`config.mk`:
```
export PLATFORM = sky130hd
export DESIGN_NAME = kbd_ctrl
export DESIGN_NICKNAME = d
export VERILOG_FILES = /design/src/rtl/kbd_pkg.sv /design/src/rtl/kbd_ctrl_scancode_ascii.sv /design/src/rtl/kbd_ctrl.sv
export SDC_FILE = /design/constraint.sdc
export NUM_CORES = 1
export LEC_CHECK = 0
export ABC_AREA = 0
export BUFFER_PORTS_ARGS = -buffer_cell sky130_fd_sc_hd__buf_4
export CORE_MARGIN = 2
export CORE_UTILIZATION = 55
export DETAILED_ROUTE_END_ITERATION = 10
export PLACE_DENSITY = 0.79
export SYNTH_ARGS = -nofsm -noshare
export SYNTH_HDL_FRONTEND = slang
export SYNTH_HIERARCHICAL = 1
export SYNTH_SLANG_ARGS = --single-unit
export TNS_END_PERCENT = 10
```
`constraint.sdc`:
```
create_clock -name clk -period 2.2 [get_ports clk]
set_input_delay 0.11 -clock clk [delete_from_list [all_inputs] [get_ports clk]]
set_output_delay 0.11 -clock clk [all_outputs]
set_load 0.02 [all_outputs]
```
`src/rtl/kbd_pkg.sv`:
```
// kbd_pkg: shared definitions for the keyboard scan-code controller.
//   state_e       - two-state sequencer encoding (wait for byte / process byte)
//   BreakCodeDef  - default break (release) prefix byte
//   ExtCodeDef    - default extended-key prefix byte
//   BcdW          - width of one BCD digit
//   bcd_digit_inc - one-digit BCD increment with carry in/out
package kbd_pkg;

   typedef enum logic [0:0] {
      StWait = 1'b0,
      StProc = 1'b1
   } state_e;

   localparam logic [7:0] BreakCodeDef = 8'hF0;
   localparam logic [7:0] ExtCodeDef   = 8'hE0;
   localparam int unsigned BcdW        = 4;

   // Returns {carry_out, digit_out}; 9 + carry wraps to 0 with carry out.
   function automatic logic [BcdW:0] bcd_digit_inc(input logic [BcdW-1:0] digit,
                                                    input logic           cin);
      logic [BcdW:0] res;
      if (!cin) begin
         res = {1'b0, digit};
      end else if (digit == 4'd9) begin
         res = {1'b1, 4'd0};
      end else begin
         res = {1'b0, digit + 4'd1};
      end
      return res;
   endfunction

endpackage

```
`src/rtl/kbd_ctrl_scancode_ascii.sv`:
```
// scancode_ascii: combinational scan-code set 2 to lowercase ASCII lookup.
//   scan_i  [7:0] - make code of the key (no prefix)
//   ascii_o [7:0] - ASCII for letters, digits, space and enter; 8'h00 otherwise
module scancode_ascii (
   input  logic [7:0] scan_i,
   output logic [7:0] ascii_o
);

   always_comb begin
      ascii_o = 8'h00;
      unique case (scan_i)
         8'h1C: ascii_o = 8'h61; // a
         8'h32: ascii_o = 8'h62;
         8'h21: ascii_o = 8'h63;
         8'h23: ascii_o = 8'h64;
         8'h24: ascii_o = 8'h65;
         8'h2B: ascii_o = 8'h66;
         8'h34: ascii_o = 8'h67;
         8'h33: ascii_o = 8'h68;
         8'h43: ascii_o = 8'h69;
         8'h3B: ascii_o = 8'h6A;
         8'h42: ascii_o = 8'h6B;
         8'h4B: ascii_o = 8'h6C;
         8'h3A: ascii_o = 8'h6D;
         8'h31: ascii_o = 8'h6E;
         8'h44: ascii_o = 8'h6F;
         8'h4D: ascii_o = 8'h70;
         8'h15: ascii_o = 8'h71;
         8'h2D: ascii_o = 8'h72;
         8'h1B: ascii_o = 8'h73;
         8'h2C: ascii_o = 8'h74;
         8'h3C: ascii_o = 8'h75;
         8'h2A: ascii_o = 8'h76;
         8'h1D: ascii_o = 8'h77;
         8'h22: ascii_o = 8'h78;
         8'h35: ascii_o = 8'h79;
         8'h1A: ascii_o = 8'h7A; // z
         8'h45: ascii_o = 8'h30; // 0
         8'h16: ascii_o = 8'h31;
         8'h1E: ascii_o = 8'h32;
         8'h26: ascii_o = 8'h33;
         8'h25: ascii_o = 8'h34;
         8'h2E: ascii_o = 8'h35;
         8'h36: ascii_o = 8'h36;
         8'h3D: ascii_o = 8'h37;
         8'h3E: ascii_o = 8'h38;
         8'h46: ascii_o = 8'h39; // 9
         8'h29: ascii_o = 8'h20; // space
         8'h5A: ascii_o = 8'h0D; // enter
         default: ascii_o = 8'h00;
      endcase
   end

endmodule

```
`src/rtl/kbd_ctrl.sv`:
```
// kbd_ctrl: pops scan-code bytes from the ps2_keyboard FIFO, decodes make/break/extended
// sequences, tracks the held key, counts new presses in BCD and flags FIFO overflow.
//   clk, resetn      - system clock, synchronous active-low reset
//   ps2_ready/data   - FIFO non-empty flag and head byte
//   ps2_overflow     - FIFO overflow indication
//   nextdata_n       - active-low one-cycle pop strobe
//   key_down/scan/ext/ascii - held-key status of the last pressed key
//   key_event        - one-cycle pulse per counted press
//   press_bcd        - BCD press count, digit 0 in [3:0]
//   err_overflow     - sticky overflow flag
module kbd_ctrl
   import kbd_pkg::*;
#(
   parameter int unsigned NDIGIT     = 2,
   parameter logic [7:0]  BREAK_CODE = BreakCodeDef,
   parameter logic [7:0]  EXT_CODE   = ExtCodeDef
) (
   input  logic                     clk,
   input  logic                     resetn,
   input  logic                     ps2_ready,
   input  logic [7:0]               ps2_data,
   input  logic                     ps2_overflow,
   output logic                     nextdata_n,
   output logic                     key_down,
   output logic [7:0]               key_scan,
   output logic                     key_ext,
   output logic [7:0]               key_ascii,
   output logic                     key_event,
   output logic [BcdW*NDIGIT-1:0]   press_bcd,
   output logic                     err_overflow
);

   state_e                   state_q, state_d;
   logic [7:0]               byte_q, byte_d;
   logic                     brk_q, brk_d;
   logic                     ext_q, ext_d;
   logic                     key_down_q, key_down_d;
   logic [7:0]               key_scan_q, key_scan_d;
   logic                     key_ext_q, key_ext_d;
   logic                     key_event_q, key_event_d;
   logic [BcdW*NDIGIT-1:0]   press_bcd_q, press_bcd_d;
   logic                     err_overflow_q, err_overflow_d;

   logic [BcdW*NDIGIT-1:0]   bcd_inc;
   logic                     carry;
   logic                     same_key;
   logic [7:0]               rom_ascii;

   // State register and datapath flops
   always_ff @(posedge clk) begin
      if (!resetn) begin
         state_q        <= StWait;
         byte_q         <= 8'h00;
         brk_q          <= 1'b0;
         ext_q          <= 1'b0;
         key_down_q     <= 1'b0;
         key_scan_q     <= 8'h00;
         key_ext_q      <= 1'b0;
         key_event_q    <= 1'b0;
         press_bcd_q    <= '0;
         err_overflow_q <= 1'b0;
      end else begin
         state_q        <= state_d;
         byte_q         <= byte_d;
         brk_q          <= brk_d;
         ext_q          <= ext_d;
         key_down_q     <= key_down_d;
         key_scan_q     <= key_scan_d;
         key_ext_q      <= key_ext_d;
         key_event_q    <= key_event_d;
         press_bcd_q    <= press_bcd_d;
         err_overflow_q <= err_overflow_d;
      end
   end

   // Next-state logic
   always_comb begin
      state_d = state_q;
      unique case (state_q)
         StWait:  if (ps2_ready) state_d = StProc;
         StProc:  state_d = StWait;
         default: state_d = StWait;
      endcase
   end

   // FSM output: pop strobe, suppressed while reset is held
   always_comb begin
      nextdata_n = 1'b1;
      if (resetn && (state_q == StWait) && ps2_ready) nextdata_n = 1'b0;
   end

   // Ripple BCD increment; all-9s wraps to zero because the final carry is dropped
   always_comb begin
      carry   = 1'b1;
      bcd_inc = '0;
      for (int i = 0; i < int'(NDIGIT); i++) begin
         {carry, bcd_inc[BcdW*i +: BcdW]} = bcd_digit_inc(press_bcd_q[BcdW*i +: BcdW], carry);
      end
   end

   // A code matching the held key (including its extended-ness) is a repeat or its release
   assign same_key = key_down_q && (byte_q == key_scan_q) && (ext_q == key_ext_q);

   // Byte classification and counters
   always_comb begin
      byte_d         = byte_q;
      brk_d          = brk_q;
      ext_d          = ext_q;
      key_down_d     = key_down_q;
      key_scan_d     = key_scan_q;
      key_ext_d      = key_ext_q;
      key_event_d    = 1'b0;
      press_bcd_d    = press_bcd_q;
      err_overflow_d = err_overflow_q | ps2_overflow;
      unique case (state_q)
         StWait: begin
            if (ps2_ready) byte_d = ps2_data;
         end
         StProc: begin
            if (byte_q == EXT_CODE) begin
               ext_d = 1'b1;
            end else if (byte_q == BREAK_CODE) begin
               brk_d = 1'b1;
            end else if (brk_q) begin
               if (same_key) key_down_d = 1'b0;
               brk_d = 1'b0;
               ext_d = 1'b0;
            end else begin
               if (!same_key) begin
                  key_scan_d  = byte_q;
                  key_ext_d   = ext_q;
                  key_down_d  = 1'b1;
                  key_event_d = 1'b1;
                  press_bcd_d = bcd_inc;
               end
               ext_d = 1'b0;
            end
         end
         default: ;
      endcase
   end

   scancode_ascii u_ascii (
      .scan_i  (key_scan_q),
      .ascii_o (rom_ascii)
   );

   assign key_ascii    = key_ext_q ? 8'h00 : rom_ascii;
   assign key_down     = key_down_q;
   assign key_scan     = key_scan_q;
   assign key_ext      = key_ext_q;
   assign key_event    = key_event_q;
   assign press_bcd    = press_bcd_q;
   assign err_overflow = err_overflow_q;

endmodule
```
# After elaboration in Yosys (flattened, before gate mapping)

Memory sizes are Yosys's and may differ from the RTL's. A register that Yosys moved wholly into a read port is not among the register bits.
Index checks and enable logic that the tools add are counted.

Register bits: 31
Bits in read-only memories: 896
Bits of input ports: 12
Output and inout port bits: 29
Word-level logic and storage cells: 57
Memories: 1

Memory list:

| memory          | words | bits a word | rd ports | clocked after Yosys merged registers in | wr ports | RTL line                      | source |
|---|---|---|---|---|---|---|---|
| (no name shown) | 128   | 7           | 1        | 1                                       | 0        | kbd_ctrl_scancode_ascii.sv:11 | `unique case (scan_i)` |

$add $sub $neg: 2
Equal/unequal tests: 9
Muxes and demuxes: 16
Bitwise gates (word level): 7
Reduce and logical (&&, ||, !) cells: 11

Operators with widths:

| cell                  | number |
|---|---|
| $eq A8 B8 Y1 const B  | 2 |
| $mux W8               | 2 |
| $mux W7               | 2 |
| $reduce_and A5 Y1     | 2 |
| $mux W1               | 9 |
| $add A4 B1 Y4 const B | 2 |
| $eq A4 B4 Y1 const B  | 2 |
| $eq A8 B8 Y1          | 1 |
| $not A1 Y1            | 6 |
| $reduce_and A2 Y1     | 3 |
| $reduce_and A6 Y1     | 1 |
| $mux W5               | 1 |
| $reduce_or A5 Y1      | 1 |
| $logic_and A1 B1 Y1   | 4 |
| $mux W4               | 1 |
| $ne A2 B2 Y1 const B  | 2 |
| $ne A2 B1 Y1 const B  | 1 |
| $pmux W1 S2           | 1 |
| $eq A1 B1 Y1          | 1 |
| $or A1 B1 Y1          | 1 |

# Longest topological paths before layout

Gate-level depths: netlist of run 1.

Depth in word-level cells: 7
Depth in mapped cells: 8
Gate-level depth less buffers: 7

# Cells and area by module

Netlist of run 1, hierarchy kept.

Modules (own cells, without submodules):

| module         | instances | cells each | area an instance (um^2) | sequential area each (um^2) |
|---|---|---|---|---|
| kbd_ctrl       | 1         | 167        | 1433.9                  | 620.6 |
| scancode_ascii | 1         | 119        | 793.3                   | 0.0 |

# Worst setup path after synthesis of run 1

No wires, ideal clock.

Kind: reg-to-output
From: reg key_scan[1] (netlist name)
To: out key_ascii[2]
Arrival time: 2.174 ns
Data required time: 2.090 ns
Setup slack: -0.084 ns
Stages on the path, launching flop included: 7
Buffers on the path: 0
Path through: dfxtp_1 -> ha_1 -> nor3b_1 -> or2_0 -> mux4_2 -> o211ai_2 -> nor2b_1

RTL lines:

| what          | RTL line       | source |
|---|---|---|
| end, declared | kbd_ctrl.sv:27 | `output logic [7:0] key_ascii,` |

==> impl_metrics.yaml, run 1 <==
outcome:
  status: "complete, but fails checks"
  violations: "setup timing"
sta:
  maxSlewHeadroom_pct: 59.96
  min_period_ps: 2216
  finClkSkew_ps: 2.356
  grt_setup_unrepaired: "yes"
  drv_slew: 0
  hold_violations: 0
  layout_setup_ws_ps: -16.28
  fin_crit_sh_pct: 100.7
  max_freq_mhz: 451.2
  finalSetupViolCount: 1
  tightest_slew_ps: 600.6
detailed_routing:
  routed_wl_um: 5562
  firstDrtPassIters: 5
  ant_nets: 0
  drc_errors: 0
  drt_iter0_markers: 271
  viasPerCell: 5.857
  vias: 2214
  post_drt_wl_per_cell_um: 14.71
global_routing:
  use_met2_pct: 41.91
  overflow: 0
  grtUsageMet1_pct: 31.26
  busiest_layer: "met2"
  grt_max_degree: 28
  grt_use_total_pct: 25.39
  use_met3_pct: 3.833
  antenna_found_initial: 0
  grt_pass1_wl_um: 8838
  grt_pass1_vias: 1975
logic_synthesis:
  synth_edf_count: 0
  synth_fp_nets: 305
  syn_area_per_cell_sq_um: 7.787
  synth_area_sq_mm: 0.002227
  synth_flop_cell: "dfxtp_1"
  ys_warn_count: 6
  yosys.cell_types.count: 61
  ys_seq_elements: 31
  ys_async_sr_fraction_pct: 0
  syn_inst: 286
  ys_seq_area_share_pct: 27.87
clock_tree:
  cts.reportedPaths.clkPinSlew_ps: 60
  worstSkewPairLatency_ps: 280
  htreeDepth: 2
  clk_path_buf_depth: 2
  cts_made_buffers: 5
  clock-sinks: 31
  hold_buffers: 0
  cts_tree: "done"
  cts_root_buf: "clkbuf_8"
place:
  place_congestion: 0.9958
  numPortBuffers: 39
  pre_cts_ws_ps: 128.2
  dp_hpwl_um: 3887
floorplan:
  row_count: 23
  coreArea_sq_mm: 0.003943
  start_util_pct: 56.49
  dieArea_sq_mm: 0.004574
  die_h_um: 67.64
  fp.dieW_um: 67.64
  io_pins: 41
final_layout:
  drive_above_1_share_pct: 25.91
  n_antenna_cell: 0
  area_growth_pct: 25.79
  final_util_pct: 71.06
  final.fill_count: 319
  nets: 346
worst_hold_path:
  hp-class: "input pin to flip-flop"
  min_path_cells: 3
worst_setup_path:
  r2r_slack_ps: 250
  critical_path_class: "flip-flop to primary output"
  path_max_fanout: 6
  start_kind: "flip-flop"
  arrival_ps: 2110
  end_kind: "primary output"
  cp.required_ps: 2090
  reg2reg_depth: 6
run:
  drv_cap: 0
power:
  p_leak_nw: 1.099
  irDropWorstVdd_uv: 531.8
  powerDensity_mw_per_mm2: 467.7
[cells by family (layout without fill, tap and decap cells)]
logic type,Yosys count,count (layout),synth area share [%]
muxes,11,11,5.562
xor gates and xnor gates,14,14,5.506
DFF,31,31,27.87
buffers and inverters,30,72,6.067
AOI/OAI and AO/OA,76,76,24.55
and+or+nand+nor,116,116,26.35
adders and majority gates,7,7,3.932
other,1,1,0.1684
[registers in the layout, summed over array words and instances, names as in the netlist]
register      cells
state_q           1
err_overflow      1
key_scan          8
ext_q             1
brk_q             1
key_event         1
press_bcd         8
key_down          1
key_ext           1
byte_q            8
[routing by layer]
layer | vias up | share of wire, %
met1 | 1013 | 42
met4 | 0 | 3.7
met2 | 85 | 50
met5 | - | 0
li1 | 1098 | -
met3 | 18 | 4.6
[final cells by class]
class / instances / area (sq um) / area share [%]
clock buffers: 8 / 100.1 / 3.573
inverters: 11 / 46.29 / 1.653
multi-input cells: 225 / 1543 / 55.07
flip-flops and latches: 31 / 631.9 / 22.55
well taps: 50 / 62.56 / 2.233
repair buffers: 53 / 417.9 / 14.92
[critical path, cell delays in order (launching register included)]
cell      delay [ps]
dfxtp_4          390
buf_6            130
ha_4             130
nor3b_2           60
or2_0            220
mux4_2           470
o211ai_2         150
nor2b_4          160
buf_6            110
[metrics by stage]
step	cells	setup TNS [ps]	total power (W)	cell area [sq um]	hold slack, ps
2_1_floorplan	286	0	0.0007647	2231	230.7
3_3_place_gp	367	0	0.0008250	2587	325.3
3_5_place_dp	367	0	0.0008290	2587	335.1
4_1_cts	378	-11.16	0.001316	2776	43.63
5_1_grt	378	-99.94	0.001370	2801	61.71
6_report	378	-16.28	0.001310	2801	44.71
[cells in the final DEF, fill, tap and decap left out, types with 7 or more instances in the layout]
master    count
a21oi_1      24
buf_4        50
clkbuf_8      7
dfxtp_1      28
inv_1         9
mux2i_1       9
nand2_1      41
nand2b_1      7
nand3_1      10
nor2_1       18
nor2b_1       8
o21ai_0      14
xnor2_1      12
[power by group]
group          switching (W)  leakage (nW)  total [W]  internal [W]
combinational       0.000123         0.793   0.000216     0.0000927
clock               0.000201        0.0515   0.000486      0.000285
sequential         0.0000294         0.255   0.000608      0.000579
[Yosys cell counts (2+ instances only)]
library cell	n	area, sq um
or2_1	2	12.51
and2b_1	3	22.52
mux2i_1	9	90.09
buf_4	4	30.03
xor2_1	2	17.52
o32ai_1	3	26.28
inv_1	11	41.29
nand2b_1	8	50.05
clkbuf_1	8	30.03
nand4_1	4	25.02
nand3_1	10	50.05
o211ai_1	4	30.03
a211oi_1	2	15.01
nand3b_1	4	30.03
o31ai_1	3	22.52
and3_2	3	22.52
buf_2	6	30.03
o21ai_0	14	70.07
nor2_1	19	71.32
nand2_1	41	153.9
a21boi_0	2	15.01
nor3b_1	2	15.01
xnor2_1	12	105.1
nor2b_1	9	56.30
ha_1	7	87.58
a31oi_1	3	18.77
a22o_1	2	17.52
a21oi_1	24	120.1
dfxtp_1	31	620.6
a21boi_1	2	15.01
nor3_1	2	10.01
[timing repair]
action,4_1_cts,5_1_grt
endpoints found under the setup margin,5,5
cloned,0,0
buffers inserted,3,0
pin swaps,0,1
gates resized for setup,18,6
[path summary, 6_finish.rpt]
kind | end | start
hold reg to reg | err_overflow | err_overflow
hold / removal | err_overflow | ps2_overflow
setup / recovery | key_ascii[2] | key_scan[1]
setup reg to reg | key_ext | key_scan[6]
No activity file was read; power rests on OpenSTA's default activity.
==> inputs of run 2 (changes only) <==
--- a/config.mk
+++ b/config.mk
@@ -5,12 +5,13 @@
 export SDC_FILE = /design/constraint.sdc
 export NUM_CORES = 1
 export LEC_CHECK = 0
-export ABC_AREA = 0
-export BUFFER_PORTS_ARGS = -buffer_cell sky130_fd_sc_hd__buf_4
+export ABC_AREA = 1
+export BUFFER_PORTS_ARGS = -buffer_cell sky130_fd_sc_hd__buf_2
 export CORE_MARGIN = 2
-export CORE_UTILIZATION = 55
+export CORE_UTILIZATION = 56
 export DETAILED_ROUTE_END_ITERATION = 10
-export PLACE_DENSITY = 0.79
+export PLACE_DENSITY = 0.8
+export SETUP_SLACK_MARGIN = 0.15
 export SYNTH_ARGS = -nofsm -noshare
 export SYNTH_HDL_FRONTEND = slang
 export SYNTH_HIERARCHICAL = 1
==> impl_metrics.yaml, run 2 <==
final_layout:
  nets: 453
  stdcell_count: 484
  n_antenna_cell: 0
  drive_above_1_share_pct: 26.50
  mostFrequentLayoutCells: "91 x nand2_1, 59 x nor2_1, 40 x inv_1, 36 x buf_2, 31 x nand3_1"
  final.fill_count: 370
  area_growth_pct: 21.48
  final_common_cell: "nand2_1"
  final_area_sq_mm: 0.002788
detailed_routing:
  drc_errors: 0
  vias: 2497
  ant_nets: 0
  drt_iter0_markers: 234
  viasPerCell: 5.159
  routed_wl_um: 5606
  post_drt_wl_per_cell_um: 11.58
  firstDrtPassIters: 4
clock_tree:
  cts.reportedPaths.clkPinSlew_ps: 60
  clock-sinks: 31
  cts_tree: "done"
  clk_path_buf_depth: 2
  cts_made_buffers: 5
  worstSkewPairLatency_ps: 280
  htreeDepth: 2
  cts_root_buf: "clkbuf_8"
  hold_buffers: 0
floorplan:
  dieArea_sq_mm: 0.004626
  die_h_um: 68.02
  fp.dieW_um: 68.02
  start_util_pct: 57.78
  row_count: 23
  io_pins: 41
  coreArea_sq_mm: 0.003971
worst_setup_path:
  end_kind: "primary output"
  startpoint: "key_scan[0]"
  path_max_fanout: 6
  start_kind: "flip-flop"
  timing.rr.end: "press_bcd[1]"
  path_cells: "buf_6 > ha_2 > nand2_4 > nand3_2 > nand2_1 > o21ai_1 > nand2_1 > a21oi_1 > inv_1 > nor2_1 > buf_4"
  crit_buf_inv: 3
  crit_path_frequent_cell: "nand2_1"
  crit_family: "simple AND/OR/NAND/NOR gates"
  cp.required_ps: 2090
  cpMaxStageDelayCell: "dfxtp_4"
  r2r_slack_ps: 610
  critical_path_class: "flip-flop to primary output"
  reg2reg_depth: 12
  worst_r2r_startpoint: "key_scan[0]"
  cpPeakStageDelay_ps: 360
  arrival_ps: 1830
logic_synthesis:
  synth_commonest_cells: "102 x nand2_1, 60 x nor2_1, 43 x inv_1, 33 x nand3_1, 31 x dfxtp_1"
  ys_async_sr_fraction_pct: 0
  synth_top_area_cell: "dfxtp_1"
  synth_flop_cell: "dfxtp_1"
  yosysTopAreaCellShare_pct: 27.04
  synth_edf_count: 0
  synth_fp_nets: 406
  ys_seq_area_share_pct: 27.04
  syn_area_per_cell_sq_um: 5.929
  synth_area_sq_mm: 0.002295
  ys_seq_elements: 31
  synthTopCellsByArea: "dfxtp_1 27%, nand2_1 17%, nor2_1 9.8%, nand3_1 7.2%, inv_1 7.0%"
  ys_warn_count: 6
  syn_inst: 387
  synthMostInstantiatedCell: "nand2_1"
  yosys.cell_types.count: 35
power:
  combPwrFrac_pct: 28.7
  swShare_pct: 32.98
  p_leak_nw: 1.390
  internal_power_w: 0.001104
  power.share.clock_pct: 32.3
  netSwitchingPower_w: 0.0005430
  sequentialPowerShare_pct: 39.0
  irDropWorstVdd_uv: 531.6
  powerDensity_mw_per_mm2: 590.7
global_routing:
  grt_pass1_vias: 2108
  grt_pass1_wl_um: 8928
  grt_max_degree: 24
  antenna_found_initial: 0
  grt_use_total_pct: 25.00
  overflow: 0
place:
  dp_hpwl_um: 4066
  place_inst: 469
  placed_area_sq_mm: 0.002504
  numPortBuffers: 39
  place_congestion: 0.9222
worst_hold_path:
  hp-start: "ps2_overflow"
  hp-class: "input pin to flip-flop"
  min_path_cells: 3
  min_to: "err_overflow"
sta:
  grt_setup_unrepaired: "yes"
  setup_tns_ps: 0
  fin_crit_sh_pct: 88.08
  min_period_ps: 1938
  finClkSkew_ps: 6.751
  finalSetupViolCount: 0
  max_freq_mhz: 516.1
  drv_slew: 0
  hold_slack_ps: 40.63
  hold_violations: 0
run:
  drv_cap: 0
outcome:
  status: "complete, no violations"
[run 2: changes by cell type in the layout (fill, tap and decap cells not counted), sizes merged, moves of 9 or more]
cell	change
nand2	+69
xnor2	-12
inv	+41
nor2b	-9
mux2i	-9
nor2	+49
o21ai	+11
nand3	+24
[run 2: stage by stage]
step | total power (W) | util (%) | worst slack [ps]
global route | 0.001747 | 70.20 | 119.9
floorplan | 0.0009764 | - | 241.0
CTS | 0.001604 | 65.72 | 136.4
finish | 0.001647 | 70.20 | 262.3
detailed placement | 0.001076 | 63.04 | 308.1
global placement | 0.001069 | 63.04 | 308.5
[run 2: power by group through the flow]
stage	logic [W]	registers (W)	clock network [W]
after floorplan	0.000317	0.000659	0
after global placement	0.000417	0.000652	0
after detailed placement	0.000422	0.000654	0
after CTS	0.000424	0.000643	0.000538
after global routing	0.000531	0.000649	0.000568
final	0.000472	0.000643	0.000532
[run 2: final cells by class]
class	instances	area, sq um	share of cell area (%)
Clock buffer	6	72.57	2.603
Tap cell	50	62.56	2.244
Clock inverter	1	30.03	1.077
Multi-Input combinational cell	291	1464	52.51
Sequential cell	31	638.1	22.89
Timing Repair Buffer	52	311.5	11.18
Inverter	53	209.0	7.496
[run 2: cells by family (layout without fill, tap and decap cells)]
family	after synthesis	count (layout)	synth area share, %
buffers and inverters	65	112	12.54
adder cells (fa/ha/maj)	7	7	3.817
flip-flops	31	31	27.04
AND/OR/NAND/NOR	222	222	42.26
XOR/XNOR	2	2	0.7635
other	1	1	0.1634
AO/OA/AOI/OAI	59	59	13.41
[run 2: worst max-delay path by stage]
stage	to	slack [ps]	cells after the start
2_1_floorplan	key_ascii[0]	240	12
3_3_place_gp	key_ascii[6]	310	9
4_1_cts	key_ascii[2]	140	13
3_5_place_dp	key_ascii[6]	310	9
5_1_grt	key_ascii[0]	120	13
6_report	key_ascii[5]	260	11
[run 2: timing repair]
action / CTS / global route
gates resized for setup: 4 / 39
endpoints found under the setup margin: 7 / 7
setup buffers: 0 / 8
pin swaps: 0 / 8
[run 2: layer usage]
metal  share of wire, %  global-route usage [%]  routed length, um
met2                 48                   43.33               2672
met1                 46                   30.95               2568
met4                1.5                   8.500                 86
met3                5.0                   4.605                278
met5                  0                       0                  0
[run 2: worst register-to-register path, stage by stage, from the launching register on]
cell and delay [ps]:
dfxtp_4 350, buf_6 120, buf_4 140, nand2_1 60
nand2_1 50, nor2_1 130, inv_1 70, nor2_2 110
nand2_2 90, nand2_4 150, nor2_1 90, nand3_1 80
nand2_1 50
==> inputs of run 3 (changes only) <==
--- a/config.mk
+++ b/config.mk
@@ -5,12 +5,11 @@
 export SDC_FILE = /design/constraint.sdc
 export NUM_CORES = 1
 export LEC_CHECK = 0
-export ABC_AREA = 1
 export BUFFER_PORTS_ARGS = -buffer_cell sky130_fd_sc_hd__buf_2
 export CORE_MARGIN = 2
-export CORE_UTILIZATION = 56
+export CORE_UTILIZATION = 60
 export DETAILED_ROUTE_END_ITERATION = 10
-export PLACE_DENSITY = 0.8
+export PLACE_DENSITY = 0.85
 export SETUP_SLACK_MARGIN = 0.15
 export SYNTH_ARGS = -nofsm -noshare
 export SYNTH_HDL_FRONTEND = slang
==> constraint.sdc (replaced) <==
create_clock -name clk -period 2.4 [get_ports clk]
set_input_delay 0.12 -clock clk [delete_from_list [all_inputs] [get_ports clk]]
set_output_delay 0.12 -clock clk [all_outputs]
set_load 0.1 [all_outputs]
==> impl_metrics.yaml, run 3 (synthesis results as in run 1) <==
place:
  pre_cts_ws_ps: 109.8
  numPortBuffers: 39
  dp_hpwl_um: 4146
  place_congestion: 0.9821
run:
  drv_cap: 0
detailed_routing:
  routed_wl_um: 6158
  firstDrtPassIters: 6
  route.met3.wl_um: 385
  met2_length_um: 3059
  ant_nets: 0
  drt_iter0_markers: 273
  drc_errors: 0
  vias: 2378
  wl_met1_um: 2379
  post_drt_wl_per_cell_um: 16.25
  viasPerCell: 6.274
  maxUsedRoutingLayer: "met4"
final_layout:
  mostFrequentLayoutCells: "41 x nand2_1, 32 x buf_2, 24 x a21oi_1, 23 x dfxtp_1, 18 x buf_4"
  multiInputGateArea_sq_mm: 0.001590
  drive_above_1_share_pct: 29.91
  final_common_cell: "nand2_1"
  final.fill_count: 264
  nets: 350
  area_growth_pct: 27.30
  register_area_sq_um: 638.1
  n_antenna_cell: 0
global_routing:
  antenna_found_initial: 0
  grt_use_total_pct: 30.42
  grt_max_degree: 29
  grt_pass1_wl_um: 9970
  overflow: 0
  grt_pass1_vias: 2116
outcome:
  status: "complete, but fails checks"
  violations: "slew limit"
power:
  power.share.clock_pct: 31.3
  p_leak_nw: 1.110
  irDropWorstVdd_uv: 526.3
  sequentialPowerShare_pct: 46.6
  netSwitchingPower_w: 0.0003972
  swShare_pct: 32.90
  internal_power_w: 0.0008101
  combPwrFrac_pct: 22.0
  powerDensity_mw_per_mm2: 425.8
clock_tree:
  cts_root_buf: "clkbuf_8"
  htreeDepth: 2
  clock-sinks: 31
  cts.reportedPaths.clkPinSlew_ps: 60
  cts_tree: "done"
  worstSkewPairLatency_ps: 280
  clk_path_buf_depth: 2
  cts_made_buffers: 5
sta:
  max_freq_mhz: 424.0
  tightest_slew_ps: 1803
  hold_slack_ps: 53.78
  maxSlewHeadroom_pct: -20.48
  setup_tns_ps: 0
  hold_violations: 0
  drv_slew: 1
  grt_setup_unrepaired: "yes"
  finClkSkew_ps: 6.319
  min_period_ps: 2359
  finalSetupViolCount: 0
  fin_crit_sh_pct: 98.28
  layout_setup_ws_ps: 41.27
worst_setup_path:
  cp.required_ps: 2280
  end_kind: "primary output"
  arrival_ps: 2240
  path_max_fanout: 6
  critical_path_class: "flip-flop to primary output"
  start_kind: "flip-flop"
  reg2reg_depth: 6
floorplan:
  row_count: 22
  die_h_um: 64.93
  start_util_pct: 61.76
  io_pins: 41
  dieArea_sq_mm: 0.004215
  coreArea_sq_mm: 0.003606
  fp.dieW_um: 64.93
worst_hold_path:
  hp-class: "input pin to flip-flop"
  min_path_cells: 3
[run 3: cell types whose count changed in the layout (fill, tap and decap cells not counted), sizes merged, moves of 5 or more]
cell / previous run / this run
nand2: 110 / 41
nand3: 34 / 10
o21ai: 25 / 14
buf: 52 / 57
nor2b: 0 / 9
nor2: 68 / 19
xnor2: 0 / 12
inv: 52 / 9
nand2b: 0 / 8
mux2i: 0 / 9
[run 3: timing repair]
action | in CTS | in global routing
pin swaps | 2 | 5
hold buffers | 0 | 0
buffers inserted | 9 | 2
gates resized for setup | 12 | 14
setup endpoints to repair | 7 | 7
gates cloned | 0 | 0
[run 3: path summary, 6_finish.rpt]
kind	slack (ps)	startpoint	end
max	40	key_scan[1]	key_ascii[2]
min	50	ps2_overflow	err_overflow
max reg2reg	510	key_scan[4]	press_bcd[6]
min reg2reg	470	err_overflow	err_overflow
[run 3: through the flow]
| stage | power (W) | area (sq um) | instances | util [%] |
|---|---|---|---|---|
| finish | 0.001207 | 2835 | 379 | 78.63 |
| global route | 0.001256 | 2835 | 379 | 78.63 |
| CTS | 0.001207 | 2770 | 377 | 76.82 |
| detailed placement | 0.0008220 | 2569 | 361 | 71.24 |
| global placement | 0.0008164 | 2569 | 361 | 71.24 |
| floorplan | 0.0007709 | 2295 | 286 | - |
[run 3: layout make-up]
cell class / count / share of cell area [%]
multi-input combinational: 225 / 56.09
sequential: 31 / 22.51
timing repair buffer: 57 / 14.87
clock buffer: 7 / 2.692
tap: 48 / 2.118
inverter: 11 / 1.721
[run 3: metal layers]
metal	vias up	track usage (%)
met5	-	0
met4	0	17.82
met3	38	5.729
met2	135	51.03
met1	1090	36.00
li1	1115	-
[run 3: worst max-delay path: stages, from the launching register on]
cell,delay [ps]
dfxtp_4,370
clkinvlp_4,140
ha_4,190
nor2_4,40
or2_0,220
mux4_2,470
o211ai_2,170
nor2b_4,180
buf_12,180
[run 3: power by group through the flow]
stage	Sequential [W]	Clock (W)	Combinational, W
after floorplan	0.000625	0	0.000146
after global placement	0.000573	0	0.000244
after detailed placement	0.000574	0	0.000248
after CTS	0.000562	0.000388	0.000258
after global routing	0.000566	0.000409	0.000281
final	0.000563	0.000378	0.000266
